`config.mk`:
```
export PLATFORM = sky130hd
export DESIGN_NAME = branch_predict_ctrl_flat
export DESIGN_NICKNAME = d
export VERILOG_FILES = /design/src/rtl/branch_pkg.sv /design/src/rtl/branch_predict_ctrl_if.sv /design/src/rtl/branch_predict_ctrl_bp_table.sv /design/src/rtl/branch_predict_ctrl.sv /design/src/flat_wrapper.sv
export SDC_FILE = /design/constraint.sdc
export NUM_CORES = 2
export LEC_CHECK = 0
export ABC_CLOCK_PERIOD_IN_PS = 47300
export CORE_MARGIN = 5
export CORE_UTILIZATION = 52
export DETAILED_ROUTE_END_ITERATION = 16
export GPL_ROUTABILITY_DRIVEN = 0
export HOLD_SLACK_MARGIN = 0.05
export PLACE_DENSITY_LB_ADDON = 0.3
export SYNTH_ARGS = -nofsm -noshare
export SYNTH_HDL_FRONTEND = slang
export SYNTH_HIERARCHICAL = 1
export SYNTH_SLANG_ARGS = --single-unit
```
`constraint.sdc`:
```
create_clock -name clk -period 47.3 [get_ports clk]
set_clock_uncertainty 0.2 [all_clocks]
set_input_delay 9.46 -clock clk [delete_from_list [all_inputs] [get_ports clk]]
set_output_delay 9.46 -clock clk [all_outputs]
set_load 0.01 [all_outputs]
```
`src/rtl/branch_pkg.sv`:
```
`default_nettype none
// ---------------------------------------------------------------------------
// branch_pkg : shared branch condition codes, FSM state encoding, counter init
// Rev 1.0
// ---------------------------------------------------------------------------
package branch_pkg;

  localparam logic [2:0] BR_NONE = 3'd0;
  localparam logic [2:0] BR_EQ   = 3'd1;
  localparam logic [2:0] BR_NE   = 3'd2;
  localparam logic [2:0] BR_GE   = 3'd3;
  localparam logic [2:0] BR_GT   = 3'd4;
  localparam logic [2:0] BR_LE   = 3'd5;
  localparam logic [2:0] BR_LT   = 3'd6;
  localparam logic [2:0] BR_RSVD = 3'd7;

  typedef enum logic [0:0] {
    FSM_IDLE  = 1'b0,
    FSM_FLUSH = 1'b1
  } fsm_e;

  localparam logic [1:0] CTR_INIT = 2'b01;

  function automatic logic br_eval(input logic [2:0] code, input logic zero, input logic sign);
    logic taken;
    taken = 1'b0;
    case (code)
      BR_EQ:   taken = zero;
      BR_NE:   taken = ~zero;
      BR_GE:   taken = ~sign | zero;
      BR_GT:   taken = ~sign & ~zero;
      BR_LE:   taken = sign | zero;
      BR_LT:   taken = sign;
      default: taken = 1'b0;
    endcase
    return taken;
  endfunction

endpackage
`default_nettype wire

```
`src/rtl/branch_predict_ctrl_if.sv`:
```
`default_nettype none
// ---------------------------------------------------------------------------
// branch_predict_ctrl_if : pipeline-facing signals of the branch predictor
// Rev 1.0
// ---------------------------------------------------------------------------
interface branch_predict_ctrl_if #(
  parameter int PC_W  = 32,
  parameter int CNT_W = 16
);
  logic             if_valid_i;
  logic [PC_W-1:0]  if_pc_i;
  logic             pred_taken_o;
  logic [PC_W-1:0]  pred_pc_o;
  logic             ex_valid_i;
  logic [2:0]       ex_branch_i;
  logic             ex_zero_i;
  logic             ex_sign_i;
  logic [PC_W-1:0]  ex_pc_i;
  logic [PC_W-1:0]  ex_target_i;
  logic             ex_pred_taken_i;
  logic [PC_W-1:0]  ex_pred_pc_i;
  logic             stall_i;
  logic             redirect_o;
  logic [PC_W-1:0]  redirect_pc_o;
  logic             flush_o;
  logic [CNT_W-1:0] br_count_o;
  logic [CNT_W-1:0] mis_count_o;

  modport master (
    output if_valid_i, if_pc_i, ex_valid_i, ex_branch_i, ex_zero_i, ex_sign_i,
           ex_pc_i, ex_target_i, ex_pred_taken_i, ex_pred_pc_i, stall_i,
    input  pred_taken_o, pred_pc_o, redirect_o, redirect_pc_o, flush_o,
           br_count_o, mis_count_o
  );

  modport slave (
    input  if_valid_i, if_pc_i, ex_valid_i, ex_branch_i, ex_zero_i, ex_sign_i,
           ex_pc_i, ex_target_i, ex_pred_taken_i, ex_pred_pc_i, stall_i,
    output pred_taken_o, pred_pc_o, redirect_o, redirect_pc_o, flush_o,
           br_count_o, mis_count_o
  );
endinterface
`default_nettype wire

```
`src/rtl/branch_predict_ctrl_bp_table.sv`:
```
`default_nettype none
// ---------------------------------------------------------------------------
// bp_table : flop-based direct-mapped table of 2-bit counters and targets
// Rev 1.0
// ---------------------------------------------------------------------------
module bp_table
  import branch_pkg::*;
#(
  parameter int PC_W  = 32,
  parameter int IDX_W = 4
) (
  input  wire logic             clk,
  input  wire logic             rst,
  input  wire logic [IDX_W-1:0] i_rd_idx,
  output logic                  o_rd_valid,
  output logic [1:0]            o_rd_ctr,
  output logic [PC_W-1:0]       o_rd_target,
  input  wire logic             i_wr_en,
  input  wire logic [IDX_W-1:0] i_wr_idx,
  input  wire logic             i_wr_taken,
  input  wire logic [PC_W-1:0]  i_wr_target
);
  localparam int ENTRIES = 2 ** IDX_W;

  logic            r_valid  [ENTRIES];
  logic [1:0]      r_ctr    [ENTRIES];
  logic [PC_W-1:0] r_target [ENTRIES];

  assign o_rd_valid  = r_valid[i_rd_idx];
  assign o_rd_ctr    = r_ctr[i_rd_idx];
  assign o_rd_target = r_target[i_rd_idx];

  always_ff @(posedge clk or posedge rst) begin
    if (rst) begin
      for (int i = 0; i < ENTRIES; i++) begin
        r_valid[i]  <= 1'b0;
        r_ctr[i]    <= CTR_INIT;
        r_target[i] <= '0;
      end
    end else if (i_wr_en) begin
      if (i_wr_taken) begin
        if (r_ctr[i_wr_idx] != 2'b11) r_ctr[i_wr_idx] <= r_ctr[i_wr_idx] + 2'd1;
        r_valid[i_wr_idx]  <= 1'b1;
        r_target[i_wr_idx] <= i_wr_target;
      end else if (r_ctr[i_wr_idx] != 2'b00) begin
        r_ctr[i_wr_idx] <= r_ctr[i_wr_idx] - 2'd1;
      end
    end
  end
endmodule
`default_nettype wire

```
`src/rtl/branch_predict_ctrl.sv`:
```
`default_nettype none
// ---------------------------------------------------------------------------
// branch_predict_ctrl : IF-stage prediction, EX-stage resolve, redirect/flush
// Rev 1.0
// ---------------------------------------------------------------------------
module branch_predict_ctrl
  import branch_pkg::*;
#(
  parameter int PC_W         = 32,
  parameter int IDX_W        = 4,
  parameter int FLUSH_CYCLES = 2,
  parameter int CNT_W        = 16
) (
  input  wire logic        clk,
  input  wire logic        rst,
  branch_predict_ctrl_if.slave bus
);
  localparam logic [0:0] ST_IDLE  = FSM_IDLE;
  localparam logic [0:0] ST_FLUSH = FSM_FLUSH;
  localparam logic [2:0] C_FLUSH_INIT = 3'(FLUSH_CYCLES);
  localparam logic [PC_W-1:0] C_PC_STEP = PC_W'(4);

  logic [0:0]       r_state;
  logic [2:0]       r_fcnt;
  logic             r_redirect;
  logic [PC_W-1:0]  r_redirect_pc;
  logic [CNT_W-1:0] r_br_count;
  logic [CNT_W-1:0] r_mis_count;

  logic             w_rd_valid;
  logic [1:0]       w_rd_ctr;
  logic [PC_W-1:0]  w_rd_target;
  logic             w_pred_taken;
  logic             w_actual;
  logic             w_resolve;
  logic             w_mispredict;

  bp_table #(.PC_W(PC_W), .IDX_W(IDX_W)) u_table (
    .clk         (clk),
    .rst         (rst),
    .i_rd_idx    (bus.if_pc_i[IDX_W+1:2]),
    .o_rd_valid  (w_rd_valid),
    .o_rd_ctr    (w_rd_ctr),
    .o_rd_target (w_rd_target),
    .i_wr_en     (w_resolve),
    .i_wr_idx    (bus.ex_pc_i[IDX_W+1:2]),
    .i_wr_taken  (w_actual),
    .i_wr_target (bus.ex_target_i)
  );

  assign w_pred_taken     = bus.if_valid_i & w_rd_valid & w_rd_ctr[1];
  assign bus.pred_taken_o = w_pred_taken;
  assign bus.pred_pc_o    = w_pred_taken ? w_rd_target : bus.if_pc_i + C_PC_STEP;

  assign w_actual  = br_eval(bus.ex_branch_i, bus.ex_zero_i, bus.ex_sign_i);
  // Work sitting in EX while flushing is wrong-path and must not train or count.
  assign w_resolve = bus.ex_valid_i & ~bus.stall_i & (bus.ex_branch_i != BR_NONE) &
                     (r_state == ST_IDLE);
  assign w_mispredict = w_resolve &
                        ((w_actual != bus.ex_pred_taken_i) |
                         (w_actual & (bus.ex_pred_pc_i != bus.ex_target_i)));

  always_ff @(posedge clk or posedge rst) begin
    if (rst) begin
      r_state       <= ST_IDLE;
      r_fcnt        <= 3'd0;
      r_redirect    <= 1'b0;
      r_redirect_pc <= '0;
      r_br_count    <= '0;
      r_mis_count   <= '0;
    end else begin
      r_redirect <= w_mispredict;
      if (w_mispredict)
        r_redirect_pc <= w_actual ? bus.ex_target_i : bus.ex_pc_i + C_PC_STEP;

      case (r_state)
        ST_IDLE: begin
          if (w_mispredict) begin
            r_state <= ST_FLUSH;
            r_fcnt  <= C_FLUSH_INIT;
          end
        end
        ST_FLUSH: begin
          if (!bus.stall_i) begin
            r_fcnt <= r_fcnt - 3'd1;
            if (r_fcnt == 3'd1) r_state <= ST_IDLE;
          end
        end
        default: r_state <= ST_IDLE;
      endcase

      if (w_resolve && (r_br_count != {CNT_W{1'b1}}))
        r_br_count <= r_br_count + 1'b1;
      if (w_mispredict && (r_mis_count != {CNT_W{1'b1}}))
        r_mis_count <= r_mis_count + 1'b1;
    end
  end

  assign bus.redirect_o    = r_redirect;
  assign bus.redirect_pc_o = r_redirect_pc;
  assign bus.flush_o       = (r_state == ST_FLUSH);
  assign bus.br_count_o    = r_br_count;
  assign bus.mis_count_o   = r_mis_count;
endmodule
`default_nettype wire

```
`src/flat_wrapper.sv`:
```
// flat-port wrapper written by rule: the top's interface ports become plain ports
module branch_predict_ctrl_flat import branch_pkg::*;
#(
  parameter int PC_W         = 32,
  parameter int IDX_W        = 4,
  parameter int FLUSH_CYCLES = 2,
  parameter int CNT_W        = 16
)
  (clk, rst, bus_if_valid_i, bus_if_pc_i, bus_ex_valid_i, bus_ex_branch_i, bus_ex_zero_i, bus_ex_sign_i, bus_ex_pc_i, bus_ex_target_i, bus_ex_pred_taken_i, bus_ex_pred_pc_i, bus_stall_i, bus_pred_taken_o, bus_pred_pc_o, bus_redirect_o, bus_redirect_pc_o, bus_flush_o, bus_br_count_o, bus_mis_count_o);
  branch_predict_ctrl_if #(.PC_W(PC_W), .CNT_W(CNT_W)) bus_i ();
  input  wire logic clk;
  input  wire logic rst;
  input wire logic [$bits(bus_i.if_valid_i)-1:0] bus_if_valid_i;
  input wire logic [$bits(bus_i.if_pc_i)-1:0] bus_if_pc_i;
  input wire logic [$bits(bus_i.ex_valid_i)-1:0] bus_ex_valid_i;
  input wire logic [$bits(bus_i.ex_branch_i)-1:0] bus_ex_branch_i;
  input wire logic [$bits(bus_i.ex_zero_i)-1:0] bus_ex_zero_i;
  input wire logic [$bits(bus_i.ex_sign_i)-1:0] bus_ex_sign_i;
  input wire logic [$bits(bus_i.ex_pc_i)-1:0] bus_ex_pc_i;
  input wire logic [$bits(bus_i.ex_target_i)-1:0] bus_ex_target_i;
  input wire logic [$bits(bus_i.ex_pred_taken_i)-1:0] bus_ex_pred_taken_i;
  input wire logic [$bits(bus_i.ex_pred_pc_i)-1:0] bus_ex_pred_pc_i;
  input wire logic [$bits(bus_i.stall_i)-1:0] bus_stall_i;
  output wire logic [$bits(bus_i.pred_taken_o)-1:0] bus_pred_taken_o;
  output wire logic [$bits(bus_i.pred_pc_o)-1:0] bus_pred_pc_o;
  output wire logic [$bits(bus_i.redirect_o)-1:0] bus_redirect_o;
  output wire logic [$bits(bus_i.redirect_pc_o)-1:0] bus_redirect_pc_o;
  output wire logic [$bits(bus_i.flush_o)-1:0] bus_flush_o;
  output wire logic [$bits(bus_i.br_count_o)-1:0] bus_br_count_o;
  output wire logic [$bits(bus_i.mis_count_o)-1:0] bus_mis_count_o;
  assign bus_i.if_valid_i = bus_if_valid_i;
  assign bus_i.if_pc_i = bus_if_pc_i;
  assign bus_i.ex_valid_i = bus_ex_valid_i;
  assign bus_i.ex_branch_i = bus_ex_branch_i;
  assign bus_i.ex_zero_i = bus_ex_zero_i;
  assign bus_i.ex_sign_i = bus_ex_sign_i;
  assign bus_i.ex_pc_i = bus_ex_pc_i;
  assign bus_i.ex_target_i = bus_ex_target_i;
  assign bus_i.ex_pred_taken_i = bus_ex_pred_taken_i;
  assign bus_i.ex_pred_pc_i = bus_ex_pred_pc_i;
  assign bus_i.stall_i = bus_stall_i;
  assign bus_pred_taken_o = bus_i.pred_taken_o;
  assign bus_pred_pc_o = bus_i.pred_pc_o;
  assign bus_redirect_o = bus_i.redirect_o;
  assign bus_redirect_pc_o = bus_i.redirect_pc_o;
  assign bus_flush_o = bus_i.flush_o;
  assign bus_br_count_o = bus_i.br_count_o;
  assign bus_mis_count_o = bus_i.mis_count_o;
  branch_predict_ctrl #(.PC_W(PC_W), .IDX_W(IDX_W), .FLUSH_CYCLES(FLUSH_CYCLES), .CNT_W(CNT_W)) u_core (.clk(clk), .rst(rst), .bus(bus_i));
endmodule
```
After elaboration in Yosys (flattened, before gate mapping)
Index checks and enable logic that the tools add are counted.
- register bits after elaboration: 629
- bits in latches: 0
- RAM bits: 0
- bits in read-only memories: 0
- input port bits: 139
- output and inout bits: 99
- logic and storage cells: 140
- memories kept: 0
- $add $sub $neg: 7
- multiply operators: 0
- div/mod/pow operators: 0
- magnitude comparators: 3
- equality and inequality tests: 15
- shift operators: 0
- mux-type cells: 34
- bitwise operators: 18
- reductions and logical operators: 9
- operators by type and width (cell ; number):
    bitwise mux 512 bit ; 1
    2-to-1 mux 32 bit ; 8
    binary-select mux 32 bit (select 4 bit) ; 1
    demux 32 bit (select 4 bit) ; 1
    adder 32 x 3 -> 32 bit, second input constant ; 2
    bitwise mux 32 bit ; 2
    adder 16 x 1 -> 16 bit, second input constant ; 2
    != test 16 bit, second input constant ; 2
    != test 32 bit ; 1
    binary-select mux 2 bit (select 4 bit) ; 2
    OR 16 bit ; 1
    >= comparator 5 bit, second input constant ; 2
    2-to-1 mux 2 bit ; 5
    NOT 4 -> 5 bit ; 2
    == test 3 bit, second input constant ; 3
    bitwise AND 1 bit ; 8
    demux 2 bit (select 4 bit) ; 1
    == test 3 x 1 -> 1 bit, second input constant ; 2
    == test 3 x 2 -> 1 bit, second input constant ; 2
    2-to-1 mux 1 bit ; 6
    2-to-1 mux 3 bit ; 2
    != test 2 bit, second input constant ; 3
    case mux 1 bit (6 select lines) ; 1
    case mux 3 bit (2 select lines) ; 1
    16 further kinds ; 25

Depth between registers and ports, before layout
- word-level depth: 8
- depth in mapped cells: 11
- mapped depth without buffers: 9

By module
Netlist, hierarchy kept.
- by module, submodules not included (module ; instances ; cells each ; area each (sq um) ; seq. area each (sq um)):
    bp_table ; 1 ; 1596 ; 25444.4 ; 14033.5
    branch_predict_ctrl ; 1 ; 596 ; 5176.2 ; 1726.7

Least setup slack after synthesis
No wires, ideal clock.
- path type: input-to-output
- from: input port bus_if_pc_i[2]
- to: output port bus_pred_pc_o[2]
- arrival: 11.654 ns
- required time: 37.640 ns
- setup slack: 25.986 ns
- stages: 10
- path buffers: 5
- path through: clkbuf_1 -> buf_2 -> buf_2 -> mux4_2 -> a22oi_1 -> nand2_1 -> and3_1 -> clkbuf_1 -> clkbuf_1 -> o21ai_0
- elaborated cells on any way between the ends: 14
- those cells by class: add/sub (1); mux (10); bitwise (3)
- RTL lines (item ; RTL line ; text):
    start, declared ; flat_wrapper.sv:14 ; input wire logic [$bits(bus_i.if_pc_i)-1:0] bus_if_pc_i;
    NOT 4 -> 5 bit (not written as such) ; branch_predict_ctrl_bp_table.sv:30 ; assign o_rd_ctr = r_ctr[i_rd_idx];
    binary-select mux 2 bit (select 4 bit) ; branch_predict_ctrl_bp_table.sv:30 ;
    2-to-1 mux 2 bit (not written as such) (2 in series) ; branch_predict_ctrl_bp_table.sv:30 ;
    named net u_core.w_rd_ctr[1] ; branch_predict_ctrl.sv:31 ; logic [1:0] w_rd_ctr;
    bitwise AND 1 bit ; branch_predict_ctrl.sv:51 ; assign w_pred_taken = bus.if_valid_i & w_rd_valid & w_rd_ctr[1];
    named net bus_pred_taken_o ; flat_wrapper.sv:24 ; output wire logic [$bits(bus_i.pred_taken_o)-1:0] bus_pred_taken_o;
    2-to-1 mux 32 bit ; branch_predict_ctrl.sv:53 ; assign bus.pred_pc_o = w_pred_taken ? w_rd_target : bus.if_pc_i + C_PC_STEP;
    end, declared ; flat_wrapper.sv:25 ; output wire logic [$bits(bus_i.pred_pc_o)-1:0] bus_pred_pc_o;
The timed path passes the listed nets, and every way through them passes these cells. The select of a mux whose other input is x is not followed.

Final worst setup path
- from: input port bus_if_pc_i[2]
- to: output port bus_pred_pc_o[6]
- cells in the longest elaborated chain, start to end: 7
- elaborated cells on any way between the ends: 14
- those cells by class: add/sub (1); mux (10); bitwise (3)
- ends and longest elaborated chain (item ; RTL line ; text):
    NOT 4 -> 5 bit (not written as such) ; branch_predict_ctrl_bp_table.sv:29 ; assign o_rd_valid = r_valid[i_rd_idx];
    binary-select mux 1 bit (select 4 bit) ; branch_predict_ctrl_bp_table.sv:29 ;
    2-to-1 mux 1 bit (not written as such) (2 in series) ; branch_predict_ctrl_bp_table.sv:29 ;
    named net u_core.w_rd_valid ; branch_predict_ctrl.sv:30 ; logic w_rd_valid;
    bitwise AND 1 bit (2 in series) ; branch_predict_ctrl.sv:51 ;
    2-to-1 mux 32 bit ; branch_predict_ctrl.sv:53 ;
The timed path passes the listed nets, and every way through them passes these cells. The select of a mux whose other input is x is not followed.

==> impl_metrics.toml <==
[run_status]
status = "completed"

[clocking]
cts_buffers = 67
cts_tree = "built"
htree_levels = 3
cts_sinks = 629
post_cts_resized = 0
cts-root-buf = "clkbuf_16"
path_clk_slew_ns = 0.06
clk_latency_ns = 0.59
clockBufferDepth = 3
post_cts_buffers = 0
hold_buffers = 0

[detailed_routing]
drc = 0
drt_first_iter_violations = 1512
wl_per_cell_um = 25.3
highest_layer = "met4"
wl_met2_um = 38800
final_antenna_net_count = 0
wl_met1_um = 34500
first_pass_iters = 5
via_count = 19332
wirelength_um = 80600
wl_met3_um = 4380
avgViaCountPerCell = 6.07

[floorplanning]
io_pins = 238
die_w_um = 252
start_util_pct = 52.7
fp-row-count = 88
core_mm2 = 0.0579
dieArea_mm2 = 0.0636
die_y_um = 252

[critical_path]
start_kind = "input pin"
path_class = "in -> out"
crit_fanout = 62
critPathRequiredTime_ns = 37.64
worst_ep_arrival_time_ns = 13.36
crit_path_end_kind = "output pin"

[power]
ir_drop_uv = 33.3
power_switching_mw = 0.368
p_seq_share_pct = 45.4
total_power_mw = 1.47
powerDensity_mw_per_mm2 = 41.2
swShare_pct = 25.0
comb_power_share_pct = 17.7
power_leakage_nw = 16.3
p_int_mw = 1.10
clockPowerShare_pct = 37.0

[sta]
hold_ws_ns = 0.263
timing_worst_slew_pin_value_ns = 1.18
fin_crit_ns = 23.02
hold_viol = 0
max_slew_margin_pct = 21.0
maxSlewViolCount = 0
grt_setup_unrepaired = "no"
fin_setup_tns_ns = 0
setup_viol = 0
fin_crit_sh_pct = 48.7
timing.final.ws_setup_ns = 24.28
fmax_ghz = 0.0434

[grt]
grt_pass1_wl_um = 125000
grt_use_total_pct = 25.3
grt_antenna_before_repair = 1
grt.overflow.total = 0
grt_pass1_vias = 20891
grt_start_max_net_pins = 86

[placement]
place_ws_ns = 24.22
port_buffers = 237
post-dp-hpwl_um = 48500

[final_layout]
drive_above_1_share_pct = 38.6
n_antenna_cell = 0
area_delta_synth_final_pct = 17.1
nNetsFinal = 2519

[job]
cap_violations = 0

[min_path]
worstHoldPathType = "reg -> reg"

[yosys]
synth_area_mm2 = 0.0305
post_synth_inst_count = 2185
yosys_warnings = 6
avgSynthCellArea_um2 = 14.0
syn_nets = 2332
[registers in the layout, summed over array words and instances (netlist names), named ones only]
register	flops
u_core/bus.mis_count_o	16
u_core/u_table/r_ctr	16
u_core/u_table/r_target	512
u_core/r_fcnt	3
u_core/u_table/r_valid	16
u_core/bus.redirect_pc_o	32
u_core/bus.flush_o	1
u_core/bus.redirect_o	1
u_core/bus.br_count_o	16
[final timing paths]
kind | startpoint | end | slack (ns) | cells after the start
min | u_core/u_table/r_valid[10] | u_core/u_table/r_valid[10] | 0.26 | 1
max in group asynchronous | rst | u_core/u_table/r_target[150] | 35.26 | 4
min reg2reg | u_core/u_table/r_valid[10] | u_core/u_table/r_valid[10] | 0.26 | 1
min in group asynchronous | rst | u_core/bus.br_count_o[11] | 9.11 | 2
max | bus_if_pc_i[2] | bus_pred_pc_o[6] | 24.28 | 8
max reg2reg | register | u_core/u_table/r_ctr[21] | 44.10 | 8
[final cells by class]
class / instances / area [um^2]
Clock buffer: 97 / 2010
Sequential cell: 629 / 15800
Multi-Input combinational cell: 1375 / 13900
Inverter: 19 / 78.8
Clock inverter: 19 / 278
Fill cell: 4354 / 22200
Timing Repair Buffer: 280 / 2700
Tap cell: 765 / 957
[metal layers]
layer	GRT usage (%)	vias to the layer above
li1	-	8356
met1	35.0	10252
met2	40.6	566
met3	4.71	158
met4	8.89	0
met5	0	-
[critical path, stage by stage]
cell and delay (ns):
buf_8 0.50, buf_4 0.86, mux4_2 0.60, a22oi_1 0.21
nand2_1 0.09, and3_2 0.56, o21ai_0 0.39, clkdlybuf4s50_1 0.59
[cell usage in the layout (no fill, tap or decap), types with 4 or more instances in the layout]
cell               n
mux2_2           567
dfrtp_1          613
o22a_1             4
or2_2             15
nand2_1          147
nor2_4            13
nand2b_1           9
o21ai_0           60
mux2_4            15
a22oi_1           68
clkbuf_1          12
nor4_1             4
nor3_1            16
nand3_1           39
and4_1             9
and3_1            23
nor2b_1            8
clkinv_2          10
clkbuf_8          14
clkbuf_16         71
nor2_1            35
xnor2_1           92
dfstp_2           16
nand4_1           21
ha_1               8
bufinv_16          7
xor2_1            27
mux4_2           143
inv_1             17
clkdlybuf4s50_1  235
buf_4             43
[per-stage QoR]
step	std cells	utilization [%]	cell area, um^2
floorplan	2185	-	30500
global placement	3068	57.7	33400
detailed placement	3068	57.7	33400
CTS	3184	61.7	35700
global route	3184	61.7	35700
finish	3184	61.7	35700
[power groups by stage]
stage	combinational, mW	clock (mW)	sequential [mW]
detailed placement	0.260	0	0.676
global placement	0.253	0	0.669
finish	0.260	0.545	0.668
global route	0.280	0.576	0.677
floorplan	0.157	0	0.672
CTS	0.262	0.555	0.667
Note: power is estimated with default switching activity, not from simulation.
